`config.mk`:
```
export PLATFORM = sky130hd
export DESIGN_NAME = rs_pipeline_credit_ctrl
export DESIGN_NICKNAME = d
export VERILOG_FILES = /design/src/rtl/rs_pipeline_credit_ctrl.sv
export SDC_FILE = /design/constraint.sdc
export NUM_CORES = 1
export LEC_CHECK = 0
export CAP_MARGIN = 5
export CELL_PAD_IN_SITES_DETAIL_PLACEMENT = 1
export CELL_PAD_IN_SITES_GLOBAL_PLACEMENT = 1
export CORE_MARGIN = 1.5
export CORE_UTILIZATION = 35
export DETAILED_ROUTE_END_ITERATION = 6
export MAX_ROUTING_LAYER = met4
export PLACE_DENSITY_LB_ADDON = 0.1
export SYNTH_ARGS = -nofsm -noshare
export SYNTH_HDL_FRONTEND = slang
export SYNTH_SLANG_ARGS = --single-unit
```
`constraint.sdc`:
```
create_clock -name clk -period 7.1 [get_ports clk]
set_input_delay 1.42 -clock clk [delete_from_list [all_inputs] [get_ports clk]]
set_output_delay 1.42 -clock clk [all_outputs]
set_load 0.05 [all_outputs]
```
`src/rtl/rs_pipeline_credit_ctrl.sv`:
```
// Credit-based flow controller for a fixed-latency relay-station pipeline.
// Upstream ready is gated by credits so the tail FIFO can never overflow.
module rs_pipeline_credit_ctrl #(
   parameter int DATA_WIDTH = 32,
   parameter int LATENCY    = 8,
   parameter int FIFO_DEPTH = 16,
   parameter int CNT_W      = $clog2(FIFO_DEPTH + 1)
) (
   input  logic                  clk,
   input  logic                  reset,
   input  logic                  s_valid,
   output logic                  s_ready,
   input  logic [DATA_WIDTH-1:0] s_data,
   output logic                  pp_in_valid,
   output logic [DATA_WIDTH-1:0] pp_in_data,
   input  logic                  pp_out_valid,
   input  logic [DATA_WIDTH-1:0] pp_out_data,
   output logic                  m_valid,
   input  logic                  m_ready,
   output logic [DATA_WIDTH-1:0] m_data,
   output logic [CNT_W-1:0]      credits,
   output logic [CNT_W-1:0]      fifo_count,
   output logic                  err_overflow,
   output logic                  err_credit
);

   localparam int PTR_W = $clog2(FIFO_DEPTH);
   localparam int DC_W  = $clog2(LATENCY + 1);
   localparam logic [CNT_W-1:0] DEPTH_C = CNT_W'(FIFO_DEPTH);

   typedef enum logic {ST_DRAIN, ST_RUN} state_t;

   state_t                state, state_nxt;
   logic [DC_W-1:0]       drain_cnt;
   logic [DATA_WIDTH-1:0] mem [FIFO_DEPTH];
   logic [PTR_W-1:0]      wr_ptr, rd_ptr;
   logic                  accept, pop, push_req, push, full;

   always_ff @(posedge clk) begin
      if (reset) state <= ST_DRAIN;
      else       state <= state_nxt;
   end

   always_comb begin
      state_nxt = state;
      if (state == ST_DRAIN && drain_cnt == DC_W'(1)) state_nxt = ST_RUN;
   end

   always_comb begin
      s_ready = (state == ST_RUN) && (credits != '0);
   end

   // Drain flushes whatever the unreset pipeline still holds.
   always_ff @(posedge clk) begin
      if (reset)
         drain_cnt <= DC_W'(LATENCY);
      else if (state == ST_DRAIN && drain_cnt != '0)
         drain_cnt <= drain_cnt - DC_W'(1);
   end

   assign accept      = s_valid && s_ready;
   assign pp_in_valid = accept;
   assign pp_in_data  = s_data;

   assign full     = (fifo_count == DEPTH_C);
   assign m_valid  = (fifo_count != '0);
   assign m_data   = mem[rd_ptr];
   assign pop      = m_valid && m_ready;
   assign push_req = pp_out_valid && (state == ST_RUN);
   // A push into a full FIFO is legal only when a pop frees the slot this cycle.
   assign push     = push_req && (!full || pop);

   always_ff @(posedge clk) begin
      if (push) mem[wr_ptr] <= pp_out_data;
   end

   always_ff @(posedge clk) begin
      if (reset) begin
         wr_ptr     <= '0;
         rd_ptr     <= '0;
         fifo_count <= '0;
      end else begin
         if (push) wr_ptr <= wr_ptr + PTR_W'(1);
         if (pop)  rd_ptr <= rd_ptr + PTR_W'(1);
         fifo_count <= fifo_count + CNT_W'(push) - CNT_W'(pop);
      end
   end

   always_ff @(posedge clk) begin
      if (reset) begin
         credits      <= DEPTH_C;
         err_credit   <= 1'b0;
         err_overflow <= 1'b0;
      end else begin
         unique case ({accept, pop})
            2'b10: begin
               if (credits == '0) err_credit <= 1'b1;
               else               credits    <= credits - CNT_W'(1);
            end
            2'b01: begin
               if (credits == DEPTH_C) err_credit <= 1'b1;
               else                    credits    <= credits + CNT_W'(1);
            end
            default: ;
         endcase
         if (push_req && full && !pop) err_overflow <= 1'b1;
      end
   end

endmodule

```
Word-level counts from Yosys, hierarchy flattened. Memories as Yosys holds them, arrays and structs flattened. A register that Yosys moved wholly into a read port is not among the register bits. Index checks and enable logic that the tools add are counted.

Register bits after elaboration: 25. Word-level logic and storage cells: 55. Bits in writable memories: 512. Memories: 1. Output and inout port bits: 79. Input bits: 69.

Memory list: mem (words 16, width 32, read ports 1, clocked after Yosys merged registers in 1, wr ports 1, RTL line 35) `logic [DATA_WIDTH-1:0] mem [FIFO_DEPTH];`.

Muxes and demuxes: 10. Bitwise gates (word level): 1. $add $sub $neg: 7. Reduce and logical (&&, ||, !) cells: 19. Equal/unequal tests: 9.

Operators with widths (count): $eq A5 B5 Y1 const B (2); $mux W5 (2); $pmux W5 S2 (1); $reduce_bool A5 Y1 (2); $logic_and A1 B1 Y1 (9); $add A4 B1 Y4 const B (2); $mux W4 (2); $ne A2 B2 Y1 const B (4); $reduce_and A3 Y1 (2); $add A5 B1 Y5 (1); $add A5 B1 Y5 const B (1); $logic_not A5 Y1 (1); $sub A5 B1 Y5 (1); $sub A5 B1 Y5 const B (1); $eq A4 B1 Y1 const B (1); $mux W1 (4); $reduce_bool A4 Y1 (1); $sub A4 B1 Y4 const B (1); $eq A2 B1 Y1 const B (1); $eq A2 B2 Y1 const B (1); $logic_not A1 Y1 (2); $pmux W1 S2 (1); $reduce_bool A2 Y1 (1); $logic_or A1 B1 Y1 (1); $not A1 Y1 (1).

Logic depth before layout (Yosys ltp).
Depth in word-level cells: 6. Depth in mapped cells: 15. Mapped depth without buffers: 14.

Worst setup path before layout. Ideal clock, no wire load.

Path kind: input -> register. From: input m_ready. To: memory mem[3][0] (enable). Setup slack: 2709 ps. Required time: 6639 ps. Library setup time: 461 ps. Stages: 3. Path buffers: 0. Data arrival time: 3930 ps. Path through: nand2b_1 -> o2111ai_1 -> nor3_1.

Word-level cells in the longest chain between the ends: 5.

RTL lines: from (decl) (RTL line 19) `input logic m_ready,`; $logic_and A1 B1 Y1 (RTL line 68) `assign pop = m_valid && m_ready;`; $logic_or A1 B1 Y1 (RTL line 71) `assign push = push_req && (!full || pop);`; $logic_and A1 B1 Y1 (RTL line 71); $mux W1 (RTL line 74) `if (push) mem[wr_ptr] <= pp_out_data;`; $mux W1 (implied by the code) (RTL line 74); to (decl) (RTL line 35).

No other way between the ends.

==> impl_results.md <==
- Status: finished, violations left
- Violated checks: DRC
- Pre-CTS setup slack: 2470 ps
- DRC viols: 18
- Worst Setup End Kind: output port
- Placed instance area: 22600 um^2
- Critical path cell sequence: buf_12 > mux4_2 > a22oi_1 > nand2_1 > clkdlybuf4s50_1
- Area Overhead vs Synth: 15.9%
- Worst-Margin Slew: 874 ps
- TritonCTS clock tree: built
- Hold buffer count at CTS: 0
- Synth async-reset ratio: 0%
- EDFF count, synth: 512
- Max_cap viols: 0
- Clk_lat worst skew: 610 ps
- Die Footprint: 61400 um^2
- Mean post-synth cell area: 20.9 um^2
- Internal power: 5.86 mW
- Logic pwr share: 21.1%
- 1st-pass router iterations: 7
- Post-CTS Repair Setup Buffers: 0
- Global-route usage over all layers: 17.0%
- Wire length per cell: 25.7 um
- Flop pwr share: 45.2%
- Worst relative slew slack: 41.8%
- Filler-free cell count of the finished design: 1915
- Global-route wire length before repair: 72900 um
- Max Freq: 0.195 GHz
- Synth warnings: 0
- H-tree Lvls: 2
- Finish-stage setup viols: 0
- Crit-path max FO: 38
- Core Box Area: 59100 um^2
- Req. time, crit path: 5680 ps
- # rows: 89
- Commonest non-fill, non-tap cell in the layout: edfxtp_1
- Die Y: 248 um
- Fin crit period: 5120 ps
- Top delay family on crit path: buffers and inverters
- CP peak stage delay: 870 ps
- Largest net degree at the start of global routing: 77
- Nets: 1180
- Most frequent cells in the layout: edfxtp_1 (512), mux4_2 (128), clkdlybuf4s50_1 (83)
- Starting Density: 35.5%
- GR Overflow Total: 0
- Worst VDD drop: 0.232 mV
- Leak Pwr: 7.63 nW
- Antenna violations before repair: 1
- Metal-1 WL: 22600 um
- Final HPWL DP: 25000 um
- Clk network pwr share: 33.7%
- Synth Flop Type: edfxtp_1
- RSZ-0062 raised after global routing: false
- Max-slew violations: 0
- Clk root buf: clkbuf_16
- Fraction of layout cells with a size suffix above 1: 22.7%
- Port bufs: 83
- CP Class: register to output port
- Synth Instances: 1004
- Setup TNS: 0 ps
- Endpoints failing hold: 0
- Number of vias per cell: 5.17
- Clock skew: 15.5 ps
- WL met3: 1900 um
- Yosys cell types: 40
- Top Ports: 148
- Detailed router's first-iteration violation count: 658
- Post-synth top area cell: edfxtp_1
- Period utilisation layout: 72.2%
- P_sw: 2.31 mW
- Synth Register Bits: 541
- Worst Setup Slack, final: 1980 ps
- Via count: 9907
- Buf/Inv on CP: 2
- Clock sink total: 541
- Seq/Total Area, Yosys: 76.0%
- Worst Setup Start Kind: register
- Final Cell Area: 24300 um^2
- Critical Path AT: 3700 ps
- Post-Syn Nets: 1093
- Synth area leaders: edfxtp_1 (73%), mux4_2 (14%), dfxtp_1 (2.8%)
- HP Class: register to register
- Total CTS buffers: 59
- Detailed Route WL: 49300 um
- Maximum buffer depth of the clock tree: 3
- P per Cell Area: 336 nW/um^2
- Placed Cells: 1803
- Vias in the first global route: 10900
- # resized after CTS: 0
- Die width: 248 um
- Synthesized cell area: 21000 um^2
- CP max stage cell: dfxtp_4
- DR WL met2: 23900 um
- Top Layer Used: met4
- Antenna viol nets, final: 0
- Sw frac: 28.3%
- Clock transition at path regs: 60 ps
- Worst hold margin: 470 ps
- Placer's final routability congestion estimate: 0.669
- Post-synth top area share: 73.3%
kinds of logic after synthesis:
| group | synth area share (%) |
|---|---|
| AOI/OAI and AO/OA | 3.19 |
| xor gates and xnor gates | 0.584 |
| buffers and inverters | 2.53 |
| muxes | 13.8 |
| adders and majority gates | 1.26 |
| DFF | 76.0 |
| and+or+nand+nor | 2.55 |
tightest hold or removal path, stage by stage (launching register included):
cell and delay, ps:
dfxtp_1 320, nor2_1 50, nor2_1 70
flip-flops by register name (all words and copies together), names as in the netlist, named ones only:
signal	cells
err_credit	1
err_overflow	1
drain_cnt	4
fifo_count	5
rd_ptr	4
credits	5
state	1
wr_ptr	4
mem	512
final cells by class:
cell class / instances / area, um^2
Fill cell: 5521 / 34800
Timing Repair Buffer: 107 / 1050
Clock buffer: 72 / 1530
Sequential cell: 541 / 16000
Multi-Input combinational cell: 365 / 4550
Clock inverter: 38 / 188
Inverter: 17 / 63.8
Tap cell: 773 / 967
Antenna cell: 2 / 5.00
through the flow:
step	util, %	total power [mW]
floorplan	-	5.07
global placement	38.2	5.51
detailed placement	38.2	5.52
CTS	41.1	8.31
global route	41.1	8.53
finish	41.1	8.16
Yosys cell counts (5+ instances only):
library cell,instances
dfxtp_1,29
a21oi_1,11
inv_1,17
xor2_1,5
nor3_1,5
ha_1,18
nand3_1,6
nor2_1,21
clkbuf_1,23
a22oi_1,64
nor2b_1,9
nand2_1,39
mux4_2,128
xnor2_1,9
buf_4,41
buf_2,8
buf_1,9
and3_1,17
edfxtp_1,512
worst paths after layout:
kind | startpoint | end | slack [ps] | depth (start not counted)
worst max-delay path | register | m_data[6] | 1980 | 5
worst min-delay path | err_overflow | err_overflow | 470 | 2
worst max register to register | fifo_count[2] | fifo_count[4] | 4000 | 14
worst min register to register | err_overflow | err_overflow | 470 | 2
per-layer routing:
| layer | track usage (%) | up-vias |
|---|---|---|
| met1 | 23.0 | 5361 |
| met5 | - | - |
| met3 | 2.93 | 68 |
| met4 | 3.98 | 0 |
| li1 | - | 4304 |
| met2 | 26.8 | 174 |
power groups by stage:
stage | clock network [mW] | registers (mW) | logic (mW)
finish | 2.75 | 3.69 | 1.72
global route | 2.95 | 3.71 | 1.87
CTS | 2.85 | 3.70 | 1.76
detailed placement | 0 | 3.76 | 1.76
global placement | 0 | 3.76 | 1.75
floorplan | 0 | 3.75 | 1.32
No activity file was read; power rests on OpenSTA's default activity.
==> edit 1: new RTL, config.mk and constraints unchanged <==
The parameter `LATENCY` goes from 8 to 4.
--- a/src/rtl/rs_pipeline_credit_ctrl.sv
+++ b/src/rtl/rs_pipeline_credit_ctrl.sv
@@ -4,3 +4,3 @@
    parameter int DATA_WIDTH = 32,
-   parameter int LATENCY    = 8,
+   parameter int LATENCY    = 4,
    parameter int FIFO_DEPTH = 16,
Check against the original RTL: not equivalent (a bounded check fails within 10 cycles, from zero or initial values and one cycle with reset high).
==> edit 1 against the original RTL <==
The flow still finishes with violations (DRC); setup slack better by 0.029 ns; synthesized area is 0.17% lower; total power is 3.6% higher; sequential share of layout area is 0.43 points lower; cell area is 0.54% higher; largest power group unchanged; critical endpoint is now m_data[7]; critical path type unchanged; largest cell class unchanged; sequential cell count is 1 lower; clock skew is 0.0018 ns higher; routed wire length is 3.1% higher.
==> edit 1: results (changes against the original RTL) <==
DRT Pass-1 Iters = 7 (unchanged)
clock root buffer = clkbuf_16
pwr/cell area = 346 nW/um2 (+3.0%)
P_leak = 7.72 nW (+1.1%)
Max Clk Rate = 0.196 GHz (+0.56%)
FF-to-FF Start = fifo_count[2]
met1 usage = 0.232 (+0.00169)
WHS = 0.480 ns (+0.0103 ns)
R2R Setup Slk = 3.99 ns (about the same)
R2R Path End = credits[4]
Final GP Congestion = 0.686 (+2.6%)
Initial DRC Count = 641 (-2.6%)
initial antenna violation count = 0 (-1)
total gr overflow = 0 (unchanged)
syn_nets = 1092 (-0.091%)
worst-skew pair later-pin latency = 0.61 ns (about the same)
most frequent cells after synthesis = edfxtp_1 (512), mux4_2 (128), a22oi_1 (64)
pre-CTS setup slack = 2.51 ns (+0.0393 ns)
Antenna Diode Count = 0 (-2)
worst path arrival time = 3.68 ns (-0.02 ns)
Worst VDD drop = 216 uV (-6.8%)
Crit Path Max Fanout = 60 (+58%)
outcome = finished, violations left
first-pass GRT wire length = 75.0 mm (+2.9%)
clock skew = 0.0173 ns (+0.00180 ns)
total number of vias = 9924 (+0.17%)
Met3 Routed Length = 1.77 mm (-6.6%)
R2R cell count = 12 (-2)
# Post-CTS Setup Buffers = 0 (unchanged)
Rel. slew slack = 0.304 (-0.114)
CTS H-tree lvls = 2 (unchanged)
wire per inst = 26.6 um (+3.3%)
Cell Int Power = 6.12 mW (+4.6%)
CTS Buf Count = 58 (-1.7%)
register area share after synthesis = 0.761 (about the same)
Cell variety after synth = 40 (unchanged)
pin count of the biggest net entering global routing = 61 (-21%)
Tot GR Track Use = 0.176 (+0.00577)
met3 Use GR = 0.0266 (-0.00270)
Clock Power Share = 0.357 (+0.020)
Critical Path End = m_data[7]
ranking of synthesized cells by area = edfxtp_1 (73%), mux4_2 (14%), dfxtp_1 (2.7%), a22oi_1 (2.3%), buf_4 (1.5%)
layout cell share with drive strength beyond 1 = 0.229 (+0.00148)
DR WL met2 = 25.1 mm (+4.7%)
M2 GR Usage = 0.284 (+0.0155)
DRC viols = 7 (-11)
failing checks = DRC
CTS clock-pin slew for the worst setup and hold paths = 0.06 ns (about the same)
DP Wirelength = 26.5 mm (+6.3%)
wire length on met1 = 23.0 mm (+1.8%)
vias in the first global route = 11100 (+1.7%)
-- edit 1: stage by stage --
step | instance area, um2 | cells
finish | 24400 | 1910
global route | 24400 | 1910
CTS | 24400 | 1910
detailed placement | 22600 | 1803
global placement | 22600 | 1803
floorplan | 20900 | 1002
-- edit 1: final cells by class --
cell class,instances,area (um2)
clock buffers,74,1510
clock inverters,33,369
fillers,5521,34700
inverters,17,63.8
multi-input cells,364,4540
flip-flops and latches,540,15900
well taps,773,967
repair buffers,109,1050
-- edit 1: cell families (layout without fill, tap and decap cells) --
logic type,Yosys count,in the layout,share of synthesized area
xor gates and xnor gates,12,12,0.00502
muxes,130,130,0.139
buffers and inverters,98,233,0.0254
DFF,540,540,0.761
adders and majority gates,21,21,0.0133
and+or+nand+nor,110,110,0.0254
AOI/OAI and AO/OA,91,91,0.0317
-- edit 1: worst max-delay path, stage by stage (launching register included) --
cell	delay, ns
dfxtp_4	1.02
buf_4	0.52
mux4_2	0.36
a22oi_1	0.23
nand2_1	0.14
clkdlybuf4s50_1	0.74
==> edit 2: new RTL, config.mk and constraints unchanged <==
Without the edit above. Put one more register stage on the output `err_overflow`, with the module's reset. The value now appears one clock later. The other outputs are not delayed to match.
--- a/src/rtl/rs_pipeline_credit_ctrl.sv
+++ b/src/rtl/rs_pipeline_credit_ctrl.sv
@@ -31,2 +31,4 @@
    typedef enum logic {ST_DRAIN, ST_RUN} state_t;
+
+   logic err_overflow_s0;
 
@@ -92,3 +94,3 @@
          err_credit   <= 1'b0;
-         err_overflow <= 1'b0;
+         err_overflow_s0 <= 1'b0;
       end else begin
@@ -105,3 +107,11 @@
          endcase
-         if (push_req && full && !pop) err_overflow <= 1'b1;
+         if (push_req && full && !pop) err_overflow_s0 <= 1'b1;
+      end
+   end
+
+   always_ff @(posedge clk) begin
+      if (reset) begin
+         err_overflow <= '0;
+      end else begin
+         err_overflow <= err_overflow_s0;
       end
Formal check against the unedited RTL: no difference found for any inputs over 10 cycles, from zero or initial values and one cycle with reset high; that may be too few to reach the edited logic, so the function may still have changed.
==> edit 2 against the original RTL <==
The run still ends with DRC left; total power is 1.1% higher; routed wire length is 3.3% higher; cell area is 0.36% higher; setup slack worse by 0.055 ns; count of clock-buffer cells in the layout is 6 higher; utilization is 0.15 points higher; register-to-register slack worse by 0.09 ns; sequential cell count is 1 higher; synthesized area is 0.13% higher; critical path type unchanged; critical endpoint is now m_data[0]; largest cell class unchanged.
==> edit 2: results (changes against the original RTL) <==
DRT Pass-1 Iters = 7 (unchanged)
Crit Path Max Fanout = 42 (+11%)
vias in the first global route = 10900 (-0.42%)
Tot GR Track Use = 0.175 (+0.00472)
Final GP Congestion = 0.671 (+0.28%)
Slew @ Worst Pin = 1.12 ns (+0.251 ns)
# Post-CTS Setup Buffers = 0 (unchanged)
CP startpoint kind = register
syn_area_per_cell = 20.9 um2 (-0.17%)
pre-CTS setup slack = 2.46 ns (-0.0129 ns)
XOR/XNOR Fraction of Synth Area = 0.00584 (-0.00000766)
ranking of synthesized cells by area = edfxtp_1 (73%), mux4_2 (14%), dfxtp_1 (2.9%), a22oi_1 (2.3%), buf_4 (1.5%)
Cell variety after synth = 42 (+5.0%)
CTS Buf Count = 58 (-1.7%)
failing checks = DRC
HP Start = err_overflow_s0
area post-placement = 22600 um2 (+0.14%)
pin count of the biggest net entering global routing = 66 (-14%)
Post-Route WL = 50.9 mm (+3.3%)
nets = 1184 (+0.34%)
Synth Area in Compound Gates = 0.0320 (+0.0000773)
Non-Filler Instances = 1917 (+0.10%)
outcome = finished, violations left
Placed Instances = 1808 (+0.28%)
most frequent cells after synthesis = edfxtp_1 (512), mux4_2 (128), a22oi_1 (64)
DRC viols = 8 (-10)
multiplexer share of the synthesized area = 0.138 (-0.000181)
HP Class = register to register
worst path arrival time = 3.76 ns (+0.06 ns)
Post-synth EDFFs = 512 (unchanged)
Final Hold Vio Count = 0 (unchanged)
register area share after synthesis = 0.760 (about the same)
first-pass GRT wire length = 74.1 mm (+1.6%)
Worst VDD drop = 227 uV (-2.1%)
clock skew = 0.0221 ns (+0.00662 ns)
Initial DRC Count = 537 (-18%)
Synth Area in Adders = 0.0126 (-0.0000166)
syn_nets = 1096 (+0.27%)
layout cell share with drive strength beyond 1 = 0.227 (-0.000596)
P_leak = 7.66 nW (+0.40%)
DP Wirelength = 25.6 mm (+2.4%)
total number of vias = 9958 (+0.51%)
## edit 2: changes by cell type in the layout (fill, tap and decap cells not counted), moves of 3 or more
cell and delta:
clkinv_2 -4, buf_4 +3, clkbuf_1 +5, clkinv_1 -6
## edit 2: per-layer routing
metal | up-vias | GRT usage | routed length (um)
met2 | 183 | 0.280 | 25200
met3 | 73 | 0.0308 | 1920
li1 | 4307 | - | -
met1 | 5395 | 0.232 | 22800
met5 | - | - | 0
met4 | 0 | 0.0419 | 904
## edit 2: cells by family (layout without fill, tap and decap cells)
group | Yosys count | count (layout)
adders and majority gates | 20 | 20
and+or+nand+nor | 112 | 112
DFF | 542 | 542
AOI/OAI and AO/OA | 92 | 92
muxes | 130 | 130
buffers and inverters | 97 | 233
other | 0 | 1
xor gates and xnor gates | 14 | 14
## edit 2: final cells by class
type / instances / area (um2)
tap: 773 / 967
clock buffer: 78 / 1560
multi-input combinational: 368 / 4560
clock inverter: 30 / 214
fill: 5527 / 34700
timing repair buffer: 109 / 1050
antenna: 1 / 2.50
sequential: 542 / 16000
inverter: 16 / 60.1
## edit 2: worst max-delay path: stages (launching register included)
cell and delay (ns):
dfxtp_4 0.93, buf_12 0.41, mux4_2 0.55, a22oi_1 0.24, nand2_1 0.20, clkdlybuf4s50_1 0.75
## edit 2: final timing paths
| check | end | slack, ns | cells past startpoint |
|---|---|---|---|
| setup / recovery | m_data[0] | 1.92 | 5 |
| hold / removal | err_overflow_s0 | 0.47 | 2 |
| setup reg to reg | credits[4] | 3.91 | 12 |
| hold reg to reg | err_overflow_s0 | 0.47 | 2 |
## edit 2: where the power goes
| part | switching [mW] | leakage, nW | internal, mW |
|---|---|---|---|
| logic | 0.917 | 1.96 | 0.792 |
| clock network | 1.23 | 0.857 | 1.61 |
| registers | 0.158 | 4.85 | 3.55 |
